[config.mk]
export PLATFORM = sky130hd
export DESIGN_NAME = uart_tx_arbiter_flat
export DESIGN_NICKNAME = d
export VERILOG_FILES = /design/src/rtl/uart_tx_arbiter_pkg.sv /design/src/rtl/uart_tx_arbiter_if.sv /design/src/rtl/uart_tx_arbiter_rr_pick.sv /design/src/rtl/uart_tx_arbiter.sv /design/src/flat_wrapper.sv
export SDC_FILE = /design/constraint.sdc
export NUM_CORES = 1
export LEC_CHECK = 0
export BUFFER_PORTS_ARGS = -buffer_cell sky130_fd_sc_hd__buf_2
export CAP_MARGIN = 30
export CORE_UTILIZATION = 55
export DETAILED_ROUTE_END_ITERATION = 10
export PLACE_DENSITY = 0.78
export SYNTH_ARGS = -nofsm -noshare
export SYNTH_HDL_FRONTEND = slang
export SYNTH_SLANG_ARGS = --single-unit
[constraint.sdc]
create_clock -name clk -period 6.1 [get_ports clk]
set_input_delay 0.61 -clock clk [delete_from_list [all_inputs] [get_ports clk]]
set_output_delay 0.61 -clock clk [all_outputs]
set_load 0.02 [all_outputs]
[src/rtl/uart_tx_arbiter_pkg.sv]
// Shared types and constants for the UART transmit arbiter.
// UART_TX_ARBITER_TAG_EN adds the TAG state used for source tagging.
package uart_tx_arbiter_pkg;

  typedef enum logic [2:0] {
    ST_ARB       = 3'd0,
`ifdef UART_TX_ARBITER_TAG_EN
    ST_TAG       = 3'd1,
`endif
    ST_LOAD      = 3'd2,
    ST_WAIT_LOW  = 3'd3,
    ST_WAIT_HIGH = 3'd4
  } arb_state_t;

  localparam logic [7:0] NEWLINE_BYTE = 8'h0A;
  localparam logic [7:0] TAG_BASE     = 8'h30;
  localparam int         RETRY_COUNT  = 4;

  function automatic logic [7:0] tag_byte(input int unsigned id);
    return TAG_BASE + 8'(id);
  endfunction

endpackage

[src/rtl/uart_tx_arbiter_if.sv]
// Source-side and transmitter-side signals of the UART transmit arbiter.
// master: the arbiter; slave: the sources plus the UART transmitter.
interface uart_tx_arbiter_if #(
  parameter int NUM_SRC        = 4,
  parameter int DATA_BIT_COUNT = 8
);
  localparam int IDX_W = $clog2(NUM_SRC);

  logic [NUM_SRC-1:0]                src_valid;
  logic [NUM_SRC*DATA_BIT_COUNT-1:0] src_data;
  logic [NUM_SRC-1:0]                src_ready;
  logic [DATA_BIT_COUNT-1:0]         tx_data;
  logic                              tx_data_ready;
  logic                              tx_done;
  logic [IDX_W-1:0]                  grant_id;
  logic                              busy;

  modport master (
    input  src_valid, src_data, tx_done,
    output src_ready, tx_data, tx_data_ready, grant_id, busy
  );

  modport slave (
    output src_valid, src_data, tx_done,
    input  src_ready, tx_data, tx_data_ready, grant_id, busy
  );

endinterface

[src/rtl/uart_tx_arbiter_rr_pick.sv]
// Round-robin picker: first request after ptr, restricted to the holder when locked.
module rr_pick #(
  parameter int NUM_SRC = 4,
  parameter int IDX_W   = $clog2(NUM_SRC)
) (
  input  logic [NUM_SRC-1:0] req,
  input  logic [IDX_W-1:0]   ptr,
  input  logic               lock_en,
  input  logic [IDX_W-1:0]   holder,
  output logic               valid,
  output logic [IDX_W-1:0]   index
);

  logic [NUM_SRC-1:0] req_eff;

  always_comb begin
    int j;
    j       = 0;
    req_eff = lock_en ? (req & (NUM_SRC'(1) << holder)) : req;
    valid   = 1'b0;
    index   = '0;
    // Walk from farthest to nearest so the nearest request after ptr wins.
    for (int k = NUM_SRC; k >= 1; k--) begin
      j = int'(ptr) + k;
      if (j >= NUM_SRC) j = j - NUM_SRC;
      if (req_eff[j]) begin
        valid = 1'b1;
        index = IDX_W'(j);
      end
    end
  end

endmodule

[src/rtl/uart_tx_arbiter.sv]
// Arbitrates byte sources onto one UART transmitter with line lock until newline.
// UART_TX_ARBITER_TAG_EN: prefix a 0x30+id tag byte whenever the source changes.
module uart_tx_arbiter
  import uart_tx_arbiter_pkg::*;
#(
  parameter int NUM_SRC        = 4,
  parameter int DATA_BIT_COUNT = 8,
  parameter int LOCK_TIMEOUT   = 1024
) (
  input  logic              clk,
  input  logic              rst,
  uart_tx_arbiter_if.master bus
);
  // state        | meaning
  // ST_ARB       | pick a source, accept its byte
  // ST_TAG       | (tag build) swap held byte for the source tag
  // ST_LOAD      | one-cycle start strobe to the transmitter
  // ST_WAIT_LOW  | wait for tx_done to drop, retry strobe after RETRY_COUNT
  // ST_WAIT_HIGH | wait for the frame to finish

  localparam int IDX_W   = $clog2(NUM_SRC);
  localparam int IDLE_W  = $clog2(LOCK_TIMEOUT + 1);
  localparam int RETRY_W = $clog2(RETRY_COUNT);

  arb_state_t                state;
  logic [IDX_W-1:0]          rr_ptr;
  logic                      lock_on;
  logic [IDX_W-1:0]          holder;
  logic [IDLE_W-1:0]         idle_cnt;
  logic [RETRY_W-1:0]        retry_cnt;
  logic [NUM_SRC-1:0]        src_ready;
  logic [DATA_BIT_COUNT-1:0] tx_data;
  logic                      tx_data_ready;
  logic [IDX_W-1:0]          grant_id;
  logic                      busy;
  logic                      pick_valid;
  logic [IDX_W-1:0]          pick_idx;
  logic [DATA_BIT_COUNT-1:0] pick_byte;
`ifdef UART_TX_ARBITER_TAG_EN
  logic [IDX_W-1:0]          last_src;
  logic                      last_valid;
  logic                      tag_pending;
  logic [DATA_BIT_COUNT-1:0] data_hold;
`endif

  rr_pick #(.NUM_SRC(NUM_SRC), .IDX_W(IDX_W)) u_rr_pick (
    .req     (bus.src_valid),
    .ptr     (rr_ptr),
    .lock_en (lock_on),
    .holder  (holder),
    .valid   (pick_valid),
    .index   (pick_idx)
  );

  assign pick_byte         = bus.src_data[int'(pick_idx)*DATA_BIT_COUNT +: DATA_BIT_COUNT];
  assign bus.src_ready     = src_ready;
  assign bus.tx_data       = tx_data;
  assign bus.tx_data_ready = tx_data_ready;
  assign bus.grant_id      = grant_id;
  assign bus.busy          = busy;

  always_ff @(posedge clk) begin
    if (rst) begin
      state         <= ST_ARB;
      rr_ptr        <= IDX_W'(NUM_SRC - 1);
      lock_on       <= 1'b0;
      holder        <= '0;
      idle_cnt      <= '0;
      retry_cnt     <= '0;
      src_ready     <= '0;
      tx_data       <= '0;
      tx_data_ready <= 1'b0;
      grant_id      <= '0;
      busy          <= 1'b0;
`ifdef UART_TX_ARBITER_TAG_EN
      last_src      <= '0;
      last_valid    <= 1'b0;
      tag_pending   <= 1'b0;
      data_hold     <= '0;
`endif
    end else begin
      src_ready     <= '0;
      tx_data_ready <= 1'b0;
      case (state)
        ST_ARB: begin
          if (pick_valid) begin
            tx_data   <= pick_byte;
            src_ready <= NUM_SRC'(1) << pick_idx;
            grant_id  <= pick_idx;
            rr_ptr    <= pick_idx;
            holder    <= pick_idx;
            lock_on   <= (pick_byte != DATA_BIT_COUNT'(NEWLINE_BYTE));
            idle_cnt  <= '0;
            busy      <= 1'b1;
`ifdef UART_TX_ARBITER_TAG_EN
            last_src   <= pick_idx;
            last_valid <= 1'b1;
            if (!last_valid || (pick_idx != last_src)) begin
              state <= ST_TAG;
            end else begin
              state         <= ST_LOAD;
              tx_data_ready <= 1'b1;
            end
`else
            state         <= ST_LOAD;
            tx_data_ready <= 1'b1;
`endif
          end else if (lock_on && !bus.src_valid[holder]) begin
            if (idle_cnt == IDLE_W'(LOCK_TIMEOUT - 1)) begin
              lock_on  <= 1'b0;
              idle_cnt <= '0;
            end else begin
              idle_cnt <= idle_cnt + IDLE_W'(1);
            end
          end
        end
`ifdef UART_TX_ARBITER_TAG_EN
        ST_TAG: begin
          data_hold     <= tx_data;
          tx_data       <= DATA_BIT_COUNT'(tag_byte(32'(grant_id)));
          tag_pending   <= 1'b1;
          state         <= ST_LOAD;
          tx_data_ready <= 1'b1;
        end
`endif
        ST_LOAD: begin
          state     <= ST_WAIT_LOW;
          retry_cnt <= RETRY_W'(RETRY_COUNT - 1);
        end
        ST_WAIT_LOW: begin
          if (!bus.tx_done) begin
            state <= ST_WAIT_HIGH;
          end else if (retry_cnt == '0) begin
            state         <= ST_LOAD;
            tx_data_ready <= 1'b1;
          end else begin
            retry_cnt <= retry_cnt - RETRY_W'(1);
          end
        end
        ST_WAIT_HIGH: begin
          if (bus.tx_done) begin
`ifdef UART_TX_ARBITER_TAG_EN
            if (tag_pending) begin
              tag_pending   <= 1'b0;
              tx_data       <= data_hold;
              state         <= ST_LOAD;
              tx_data_ready <= 1'b1;
            end else begin
              state <= ST_ARB;
              busy  <= 1'b0;
            end
`else
            state <= ST_ARB;
            busy  <= 1'b0;
`endif
          end
        end
        default: begin
          state <= ST_ARB;
          busy  <= 1'b0;
        end
      endcase
    end
  end

endmodule
[src/flat_wrapper.sv]
// flat-port wrapper written by rule: the top's interface ports become plain ports
module uart_tx_arbiter_flat import uart_tx_arbiter_pkg::*;
#(
  parameter int NUM_SRC        = 4,
  parameter int DATA_BIT_COUNT = 8,
  parameter int LOCK_TIMEOUT   = 1024
)
  (clk, rst, bus_src_valid, bus_src_data, bus_tx_done, bus_src_ready, bus_tx_data, bus_tx_data_ready, bus_grant_id, bus_busy);
  uart_tx_arbiter_if #(.NUM_SRC(NUM_SRC), .DATA_BIT_COUNT(DATA_BIT_COUNT)) bus_i ();
  input  logic clk;
  input  logic rst;
  input wire logic [$bits(bus_i.src_valid)-1:0] bus_src_valid;
  input wire logic [$bits(bus_i.src_data)-1:0] bus_src_data;
  input wire logic [$bits(bus_i.tx_done)-1:0] bus_tx_done;
  output wire logic [$bits(bus_i.src_ready)-1:0] bus_src_ready;
  output wire logic [$bits(bus_i.tx_data)-1:0] bus_tx_data;
  output wire logic [$bits(bus_i.tx_data_ready)-1:0] bus_tx_data_ready;
  output wire logic [$bits(bus_i.grant_id)-1:0] bus_grant_id;
  output wire logic [$bits(bus_i.busy)-1:0] bus_busy;
  assign bus_i.src_valid = bus_src_valid;
  assign bus_i.src_data = bus_src_data;
  assign bus_i.tx_done = bus_tx_done;
  assign bus_src_ready = bus_i.src_ready;
  assign bus_tx_data = bus_i.tx_data;
  assign bus_tx_data_ready = bus_i.tx_data_ready;
  assign bus_grant_id = bus_i.grant_id;
  assign bus_busy = bus_i.busy;
  uart_tx_arbiter #(.NUM_SRC(NUM_SRC), .DATA_BIT_COUNT(DATA_BIT_COUNT), .LOCK_TIMEOUT(LOCK_TIMEOUT)) u_core (.clk(clk), .rst(rst), .bus(bus_i));
endmodule
==> results_dict.tcl, run 1 <==
set metrics [dict create \
    cp-startpoint "u_core.holder[0]" \
    worstReg2RegEnd "u_core.bus.tx_data[5]" \
    cts_hold_buf 0 \
    ys.flop_type "dfxtp_1" \
    dp_cells 337 \
    pwr-share-seq_pct 39.4 \
    hold_end "u_core.idle_cnt[10]" \
    grt_pass1_vias 1856 \
    cp_cell_sequence "mux2i_1 > o22ai_2 > a21boi_4 > mux2i_1 > mux2_2 > o21ai_0" \
    pre_cts_ws_ns 3.53 \
    wl_um 4560 \
    p_leak_nw 1.03 \
    die_h_um 64.4 \
    numClockSinks 35 \
    rsz0062_at_grt "no" \
    syn-cell-area_um2 2140 \
    clk_pin_slew_ns 0.07 \
    fin_ws_ns 3.69 \
    r2r_slack_ns 3.69 \
    numCtsBuffers 5 \
    final_layout_size_suffix_gt1_share_pct 28.6 \
    ys_ff_latch 35 \
    ys_async_sr_fraction_pct 0 \
    crit_buf_inv 0 \
    design_area_um2 2480 \
    worstMarginPinSlew_ns 0.848 \
    initial_core_util_pct 58.0 \
    status "complete, no violations" \
    net-switching-power_mw 0.269 \
    crit_type "reg2reg" \
    vdd_drop_max_mv 0.170 \
    fin_cells 345 \
    cts_root_buffer "clkbuf_8" \
    pwr-share-clk_pct 22.3 \
    grt_max_degree 28 \
    tns_ns 0 \
    drc 0 \
    end_kind "flip-flop" \
    final_common_cell "buf_2" \
    hold_class "reg2reg" \
    period_needed_ns 2.41 \
    hold_viol_final 0 \
    core_area_um2 3690 \
    clkLatencyLatePin_ns 0.28 \
    p_comb_share_pct 38.3 \
    die_w_um 64.4 \
    crit_arrival_ns 2.62 \
    antenna_found_initial 0 \
    fin_util_pct 67.1 \
    nets 337 \
    relSlewSlack_pct 43.4 \
    finalClockSkew_ns 0.00677 \
    crit_top_cell "mux2i_1" \
    placed_area_um2 2390 \
    place.gp.congestion 0.835 \
    postSynthAreaPerCell_um2 8.63 \
    r2r-start "u_core.holder[0]" \
    ant_nets 0 \
    dp_hpwl_um 3380 \
    yosys_warnings 0 \
    power_density_nw_per_um2 295 \
    synth_edf_count 0 \
    post_cts_buffers 0 \
    die-area_um2 4140 \
    postSynthCellCount 248 \
    design_power_total_mw 0.731 \
    drv_cap 0 \
    initialDrtViolationCount 143 \
    cts_resized 0 \
    cts_tree "done" \
    setup_violations 0 \
    ys_seq_area_share_pct 32.7 \
    row_count 22 \
    wl_per_cell_um 13.2 \
    crit_slowest_cell "a21boi_4" \
    holdCritStartpoint "u_core.idle_cnt[10]" \
    switching_share_pct 36.8 \
    antenna_cells 0 \
    critPathTopFamily "compound AO/OA/AOI/OAI gates" \
    synth_cell_types 50 \
    mostFrequentLayoutCells "buf_2 (54), dfxtp_1 (35), nor2_1 (25), mux2i_1 (21), a21oi_1 (19)" \
    hold_depth 1 \
    fmax_mhz 414 \
    required_ns 6.31 \
    first_pass_iters 4 \
    grt_pass1_wl_um 7980 \
    startpoint_type "flip-flop" \
    reg2regPathDepth 6 \
    grt.total_usage_pct 24.4 \
    slew_violations 0 \
    cts_max_level 2 \
    overflow 0 \
    area_growth_pct 15.7 \
    power.internal_mw 0.462 \
    critPathMaxStageDelay_ns 0.72 \
    portBuffers 54 \
    vias 1956 \
    finalCritPeriodShare_pct 39.6 \
    clockBufferDepth 2 \
    crit_path_max_fanout 23 \
    finalHoldWorstSlack_ns 0.474 \
    viasPerCell 5.67 \
    syn_nets 289 \
    ioPinCount 55 \
]
==> power by group through the flow <==
stage / registers [mW] / clock network (mW) / logic, mW
6_report: 0.288 / 0.163 / 0.280
2_1_floorplan: 0.301 / 0 / 0.217
3_5_place_dp: 0.292 / 0 / 0.280
4_1_cts: 0.287 / 0.169 / 0.281
3_3_place_gp: 0.291 / 0 / 0.276
5_1_grt: 0.292 / 0.176 / 0.307
==> routing by layer <==
| metal | vias to the layer above | GRT usage [%] | wire [um] |
|---|---|---|---|
| met3 | 6 | 5.36 | 224 |
| li1 | 1002 | - | - |
| met1 | 883 | 29.8 | 2180 |
| met2 | 65 | 42.2 | 2100 |
| met5 | - | 0 | 0 |
| met4 | 0 | 7.50 | 46 |
==> Yosys cell counts (6+ instances only) <==
| master | n | area (um^2) |
|---|---|---|
| dfxtp_1 | 35 | 701 |
| nor2_1 | 25 | 93.8 |
| mux2i_1 | 21 | 210 |
| a21oi_1 | 19 | 95.1 |
| nand2_1 | 11 | 41.3 |
| inv_1 | 10 | 37.5 |
| nand3b_1 | 9 | 67.6 |
| nand3_1 | 8 | 40.0 |
| nand4_1 | 8 | 50.1 |
| o21ai_0 | 8 | 40.0 |
| nor3_1 | 7 | 35.0 |
| clkbuf_1 | 6 | 22.5 |
| nor4_1 | 6 | 37.5 |
==> worst reg2reg max path, cell delays in order, from the launching register on <==
cell and delay (ns):
dfxtp_1 0.54, mux2i_1 0.31, o22ai_2 0.16, a21boi_4 0.72, mux2i_1 0.18, mux2_2 0.28
o21ai_0 0.15
==> cell type report <==
| cell class | instances | area, um^2 |
|---|---|---|
| clock inverter | 2 | 12.5 |
| clock buffer | 6 | 72.6 |
| sequential | 35 | 701 |
| multi-input combinational | 189 | 1320 |
| timing repair buffer | 54 | 270 |
| tap | 48 | 60.1 |
| fill | 330 | 1210 |
| inverter | 11 | 41.3 |
==> logic make-up after synthesis <==
family          after synthesis  synth area share [%]
simple gates                 94                  23.9
compound gates               57                  18.7
xor+xnor                      6                  2.46
mux                          30                  15.4
fa+ha+maj                     2                  1.17
flops                        35                  32.7
buf+inv                      24                  5.61
==> state kept, by name, indices dropped and copies added (netlist names) <==
| name | cells |
|---|---|
| u_core.idle_cnt | 11 |
| u_core.bus.tx_data | 8 |
| u_core.bus.src_ready | 4 |
| u_core.state | 3 |
| u_core.holder | 2 |
| u_core.retry_cnt | 2 |
| u_core.rr_ptr | 2 |
| u_core.bus.busy | 1 |
| u_core.bus.tx_data_ready | 1 |
| u_core.lock_on | 1 |
==> worst max-delay path by stage <==
stage / to / cells past startpoint
final: u_core.bus.tx_data[5] / 6
after global routing: u_core.bus.tx_data[5] / 6
after CTS: u_core.bus.tx_data[5] / 6
after detailed placement: u_core.bus.tx_data[5] / 7
after global placement: u_core.bus.tx_data[5] / 7
after floorplan: u_core.lock_on / 8
(Power assumes the default switching activity.)
==> run 2, diff against run 1 <==
--- a/config.mk
+++ b/config.mk
@@ -7,9 +7,9 @@
 export LEC_CHECK = 0
 export BUFFER_PORTS_ARGS = -buffer_cell sky130_fd_sc_hd__buf_2
 export CAP_MARGIN = 30
-export CORE_UTILIZATION = 55
+export CORE_UTILIZATION = 48
 export DETAILED_ROUTE_END_ITERATION = 10
-export PLACE_DENSITY = 0.78
+export PLACE_DENSITY = 0.72
 export SYNTH_ARGS = -nofsm -noshare
 export SYNTH_HDL_FRONTEND = slang
 export SYNTH_SLANG_ARGS = --single-unit
==> constraint.sdc (replaced) <==
create_clock -name clk -period 1.9 [get_ports clk]
set_input_delay 0.19 -clock clk [delete_from_list [all_inputs] [get_ports clk]]
set_output_delay 0.19 -clock clk [all_outputs]
set_load 0.02 [all_outputs]
==> run 2 against run 1 <==
Effect of this change:
- the flow now finishes with violations (negative setup slack)
- largest power group is now combinational cells
- core utilization is 2.9 points higher
- final area is 17% higher
- clock power grew to 3.6 times the previous value
- global-route usage hardly changed
- first-iteration DRC count is 4.2% higher
- clock skew is 0.0019 ns lower
- sequential share of layout area is 4.0 points lower
- wire length is 24% higher
- non-clock buffer count is 31 higher
- die area is 14% higher
- fmax is 22% higher
- sequential power grew to 3.1 times the previous value
==> results_dict.tcl, run 2 (same netlist as run 1, synthesis figures left out) <==
set metrics [dict create \
    clkLatencyLatePin_ns 0.28 \
    initial_core_util_pct 51.6 \
    critPathTopFamily "compound AO/OA/AOI/OAI gates" \
    hold_viol_final 0 \
    hold_class "in2reg" \
    power_density_nw_per_um2 954 \
    fin_ws_ns -0.0735 \
    fin_cells 379 \
    grt.total_usage_pct 24.4 \
    ioPinCount 55 \
    grt_max_degree 27 \
    largest_reg_flops 11 \
    numCtsBuffers 5 \
    first_pass_iters 4 \
    required_ns 2.12 \
    worstMarginPinSlew_ns 0.433 \
    p_leak_nw 1.23 \
    pwr-share-seq_pct 32.7 \
    overflow 0 \
    clk_pin_slew_ns 0.07 \
    drc 0 \
    final_common_cell "buf_2" \
    grt_pass1_wl_um 8510 \
    crit_buf_inv 0 \
    finalClockSkew_ns 0.00484 \
    initialDrtViolationCount 149 \
    period_needed_ns 1.97 \
    finalCritPeriodShare_pct 104 \
    die-area_um2 4730 \
    top_register "u_core.idle_cnt" \
    place.gp.congestion 0.866 \
    viasPerCell 5.67 \
    crit_arrival_ns 2.20 \
    crit_type "reg2reg" \
    switching_share_pct 35.6 \
    violations "negative setup slack" \
    dp_hpwl_um 3740 \
    pwr-share-clk_pct 21.3 \
    cts_max_level 2 \
    rsz0062_at_grt "yes" \
    net-switching-power_mw 0.987 \
    pre_cts_ws_ns -0.0996 \
    row_count 23 \
    grt_pass1_vias 1906 \
    p_comb_share_pct 46.0 \
    die_w_um 68.8 \
    finalHoldWorstSlack_ns 0.117 \
    crit_path_max_fanout 8 \
    mostFrequentLayoutCells "buf_2 (55), dfxtp_1 (33), buf_4 (26), nor2_1 (25), mux2i_1 (17)" \
    antenna_found_initial 0 \
    cts_hold_buf 0 \
    core_area_um2 4140 \
    crit_slowest_cell "dfxtp_4" \
    nets 369 \
    portBuffers 54 \
    slew_violations 0 \
    status "complete, but fails checks" \
    die_h_um 68.8 \
    ant_nets 0 \
    fmax_mhz 507 \
    area_growth_pct 35.6 \
    power.internal_mw 1.78 \
    clockBufferDepth 2 \
    critPathMaxStageDelay_ns 0.38 \
    antenna_cells 0 \
    wl_um 5650 \
    fin_util_pct 70.0 \
    end_kind "flip-flop" \
    cp_cell_sequence "or3b_1 > a21oi_2 > o21ai_2 > a21oi_2 > o31a_4 > mux2_4 > o21ai_2" \
    cts_root_buffer "clkbuf_8" \
    drv_cap 0 \
    setup_violations 13 \
    r2r_slack_ns -0.07 \
    numClockSinks 35 \
    final_layout_size_suffix_gt1_share_pct 42.2 \
    largestRegisters "u_core.idle_cnt (11), u_core.bus.tx_data (8), u_core.bus.src_ready (4)" \
    relSlewSlack_pct 71.0 \
    startpoint_type "flip-flop" \
    cts_tree "done" \
    dp_cells 364 \
    vdd_drop_max_mv 0.500 \
    wl_per_cell_um 14.9 \
    vias 2148 \
]
run 2: cell count changes in the layout (fill, tap and decap cells not counted), sizes merged:
cell / previous run / this run
clkbuf: 6 / 8
clkinvlp: 1 / 0
o31a: 1 / 2
clkinv: 1 / 0
buf: 54 / 85
run 2: worst paths after layout:
| path | start | depth (start not counted) | to |
|---|---|---|---|
| hold / removal | bus_tx_done | 2 | u_core.state[2] |
| setup reg to reg | u_core.holder[0] | 7 | u_core.bus.tx_data[4] |
| setup / recovery | u_core.holder[0] | 7 | u_core.bus.tx_data[4] |
| hold reg to reg | u_core.bus.tx_data[7] | 2 | u_core.bus.tx_data[7] |
run 2: metal layers:
metal,part of all wire [%],track usage (%),vias up
met2,49,41.5,93
met5,0,0,-
met3,6.7,5.26,5
met1,43,30.9,982
met4,1.0,6.89,0
li1,-,-,1068
run 2: repair_timing:
item                                    in CTS  in global routing
setup buffers                                3                  2
pin swaps                                    8                 11
endpoints found under the hold margin        0                  0
gates cloned                                 1                  1
resized for setup                           11                 24
endpoints found under the setup margin      12                 24
run 2: through the flow:
step | power, mW | cell area [um^2] | setup TNS (ns)
4_1_cts | 2.68 | 2770 | -0.503
3_5_place_dp | 2.00 | 2600 | -0.387
3_3_place_gp | 1.99 | 2600 | -0.102
5_1_grt | 2.92 | 2900 | -2.17
2_1_floorplan | 1.67 | 2150 | -0.455
6_report | 2.77 | 2900 | -0.626
run 2: cell type report:
cell class | count | area (um^2)
clock buffer | 8 | 100
fill | 345 | 1240
inverter | 11 | 41.3
multi-input combinational | 190 | 1470
sequential | 35 | 706
tap | 50 | 62.6
timing repair buffer | 85 | 524
run 2: power by group through the flow:
| stage | registers (mW) | logic, mW | clock network [mW] |
|---|---|---|---|
| finish | 0.905 | 1.27 | 0.589 |
| global route | 0.916 | 1.37 | 0.637 |
| CTS | 0.901 | 1.18 | 0.598 |
| detailed placement | 0.915 | 1.09 | 0 |
| global placement | 0.912 | 1.08 | 0 |
| floorplan | 0.969 | 0.701 | 0 |
==> run 3, diff against run 2 <==
--- a/config.mk
+++ b/config.mk
@@ -7,9 +7,11 @@
 export LEC_CHECK = 0
 export BUFFER_PORTS_ARGS = -buffer_cell sky130_fd_sc_hd__buf_2
 export CAP_MARGIN = 30
-export CORE_UTILIZATION = 48
+export CORE_UTILIZATION = 49
+export CTS_BUF_LIST = sky130_fd_sc_hd__clkbuf_4 sky130_fd_sc_hd__clkbuf_8
+export CTS_CLUSTER_SIZE = 14
 export DETAILED_ROUTE_END_ITERATION = 10
-export PLACE_DENSITY = 0.72
+export PLACE_DENSITY = 0.74
 export SYNTH_ARGS = -nofsm -noshare
 export SYNTH_HDL_FRONTEND = slang
 export SYNTH_SLANG_ARGS = --single-unit
==> run 3 against run 2 <==
Effect of this change:
- the run still ends with negative setup slack left
- combinational power grew 20%
- critical path depth is the same
- clock skew grew 0.0033 ns
- power grew 7.6%
- register-to-register slack lost 0.06 ns
- non-clock buffer count grew 12
- via count grew 4.9%
- final area grew 6.4%
- highest routed layer unchanged
- core utilization grew 5.5 points
- critical path type unchanged
- setup slack lost 0.063 ns
==> results_dict.tcl, run 3 (same netlist as run 1, synthesis figures left out) <==
set metrics [dict create \
    initial_core_util_pct 52.4 \
    crit_type "reg2reg" \
    tns_ns -1.26 \
    design_area_um2 3090 \
    initialDrtViolationCount 123 \
    nFillCells 272 \
    largestRegisters "u_core.idle_cnt (11), u_core.bus.tx_data (8), u_core.bus.src_ready (4)" \
    multi_input_area_um2 1520 \
    placed_area_um2 2610 \
    clockBufferDepth 2 \
    cp_cell_sequence "or3b_1 > a21oi_2 > a311oi_2 > o31a_4 > buf_4 > mux2_4 > o21ai_2" \
    core_area_um2 4090 \
    drc 0 \
    vias 2254 \
    crit_path_max_fanout 6 \
    slew_violations 0 \
    regArea_um2 707 \
    grt_pass1_vias 2071 \
    die_h_um 68.1 \
    place.gp.congestion 0.859 \
    hold_viol_final 0 \
    fmax_mhz 491 \
    ioPinCount 55 \
    rsz0062_at_grt "yes" \
    grt.total_usage_pct 26.4 \
    startpoint_type "flip-flop" \
    ant_nets 0 \
    finalClockSkew_ns 0.00818 \
    design_power_total_mw 2.98 \
    finalCritPeriodShare_pct 107 \
    vdd_drop_max_mv 0.590 \
    wl_um 6120 \
    mostFrequentLayoutCells "buf_2 (54), buf_4 (33), dfxtp_1 (32), nor2_1 (25), mux2i_1 (16)" \
    status "complete, but fails checks" \
    end_kind "flip-flop" \
    crit_slowest_cell "o31a_4" \
    clk_pin_slew_ns 0.07 \
    area_growth_pct 44.3 \
    required_ns 2.12 \
    die_w_um 68.1 \
    worstMarginPinSlew_ns 0.438 \
    final_common_cell "buf_2" \
    critPathMaxStageDelay_ns 0.42 \
    crit_arrival_ns 2.25 \
    cts_max_level 2 \
    numCtsBuffers 5 \
    portBuffers 54 \
    hold_class "in2reg" \
    largest_reg_flops 11 \
    nets 381 \
    antenna_found_initial 0 \
    antenna_cells 0 \
    p_leak_nw 1.32 \
    dp_hpwl_um 3770 \
    grt_max_degree 27 \
    drv_cap 0 \
    setup_violations 19 \
    grt_pass1_wl_um 9070 \
    period_needed_ns 2.04 \
    fin_ws_ns -0.137 \
    cts_root_buffer "clkbuf_8" \
    first_pass_iters 4 \
    viasPerCell 5.76 \
    cts_tree "done" \
    overflow 0 \
    violations "negative setup slack" \
    numClockSinks 35 \
    relSlewSlack_pct 70.6 \
    wl_per_cell_um 15.6 \
    power_density_nw_per_um2 965 \
    final_layout_size_suffix_gt1_share_pct 46.9 \
    row_count 23 \
    clkLatencyLatePin_ns 0.29 \
    die-area_um2 4630 \
    top_register "u_core.idle_cnt" \
]
==> run 3: changes by cell type in the layout (fill, tap and decap cells not counted), moves of 3 or more <==
cell,before,now
a21oi_1,16,12
a21oi_2,4,7
buf_4,26,33
buf_6,3,7
==> run 3: layout make-up <==
class                      count  area share, %
clock buffer                   7           2.72
clock inverter                 1          0.162
inverter                      11           1.34
multi-input combinational    190           49.1
sequential                    35           22.9
tap                           50           2.03
timing repair buffer          97           21.8
==> run 3: metrics by stage <==
stage / hold WS, ns / setup WS [ns] / utilization [%] / cells
2_1_floorplan: 0.269 / -0.0854 / - / 248
3_3_place_gp: 0.419 / -0.0421 / 63.8 / 365
3_5_place_dp: 0.411 / -0.0948 / 63.8 / 365
4_1_cts: 0.115 / -0.0794 / 70.3 / 385
5_1_grt: 0.116 / -0.230 / 75.5 / 391
6_report: 0.119 / -0.137 / 75.5 / 391
==> run 3: final timing paths <==
kind / slack (ns) / from / to / cells past startpoint
min reg2reg: 0.49 / u_core.idle_cnt[10] / u_core.idle_cnt[10] / 1
max: -0.14 / u_core.holder[0] / u_core.bus.tx_data[1] / 7
min: 0.12 / bus_tx_done / u_core.state[2] / 2
max reg2reg: -0.14 / u_core.holder[0] / u_core.bus.tx_data[1] / 7
==> run 3: critical path, delay by kind of cell (launching register included) <==
kind	cells	cell delay, ns
simple gates	1	0.38
compound gates	4	0.77
flops	1	0.36
buf+inv	1	0.15
mux	1	0.29
==> run 3: metal layers <==
metal  vias to the layer above  GRT usage (%)  wire [um]  share of wire [%]
li1                       1094              -          -                  -
met1                      1065           30.2       2560                 42
met2                        83           45.3       3100                 51
met3                        12           7.17        356                5.8
met4                         0           11.7        103                1.7
met5                         -              0          0                  0
==> run 3: where the power goes <==
| group | internal [mW] | total (mW) | leakage (nW) | switching [mW] |
|---|---|---|---|---|
| clock network | 0.286 | 0.544 | 0.0491 | 0.259 |
| logic | 0.797 | 1.53 | 0.979 | 0.731 |
| registers | 0.829 | 0.907 | 0.288 | 0.0782 |
| total | 1.91 | 2.98 | 1.32 | 1.07 |
==> run 3: timing repair <==
| action | 4_1_cts | 5_1_grt |
|---|---|---|
| gates cloned | 3 | 0 |
| hold buffers | 0 | 0 |
| endpoints found under the setup margin | 10 | 26 |
| pin swaps | 0 | 16 |
| setup buffers | 9 | 7 |
| gates resized for setup | 15 | 37 |
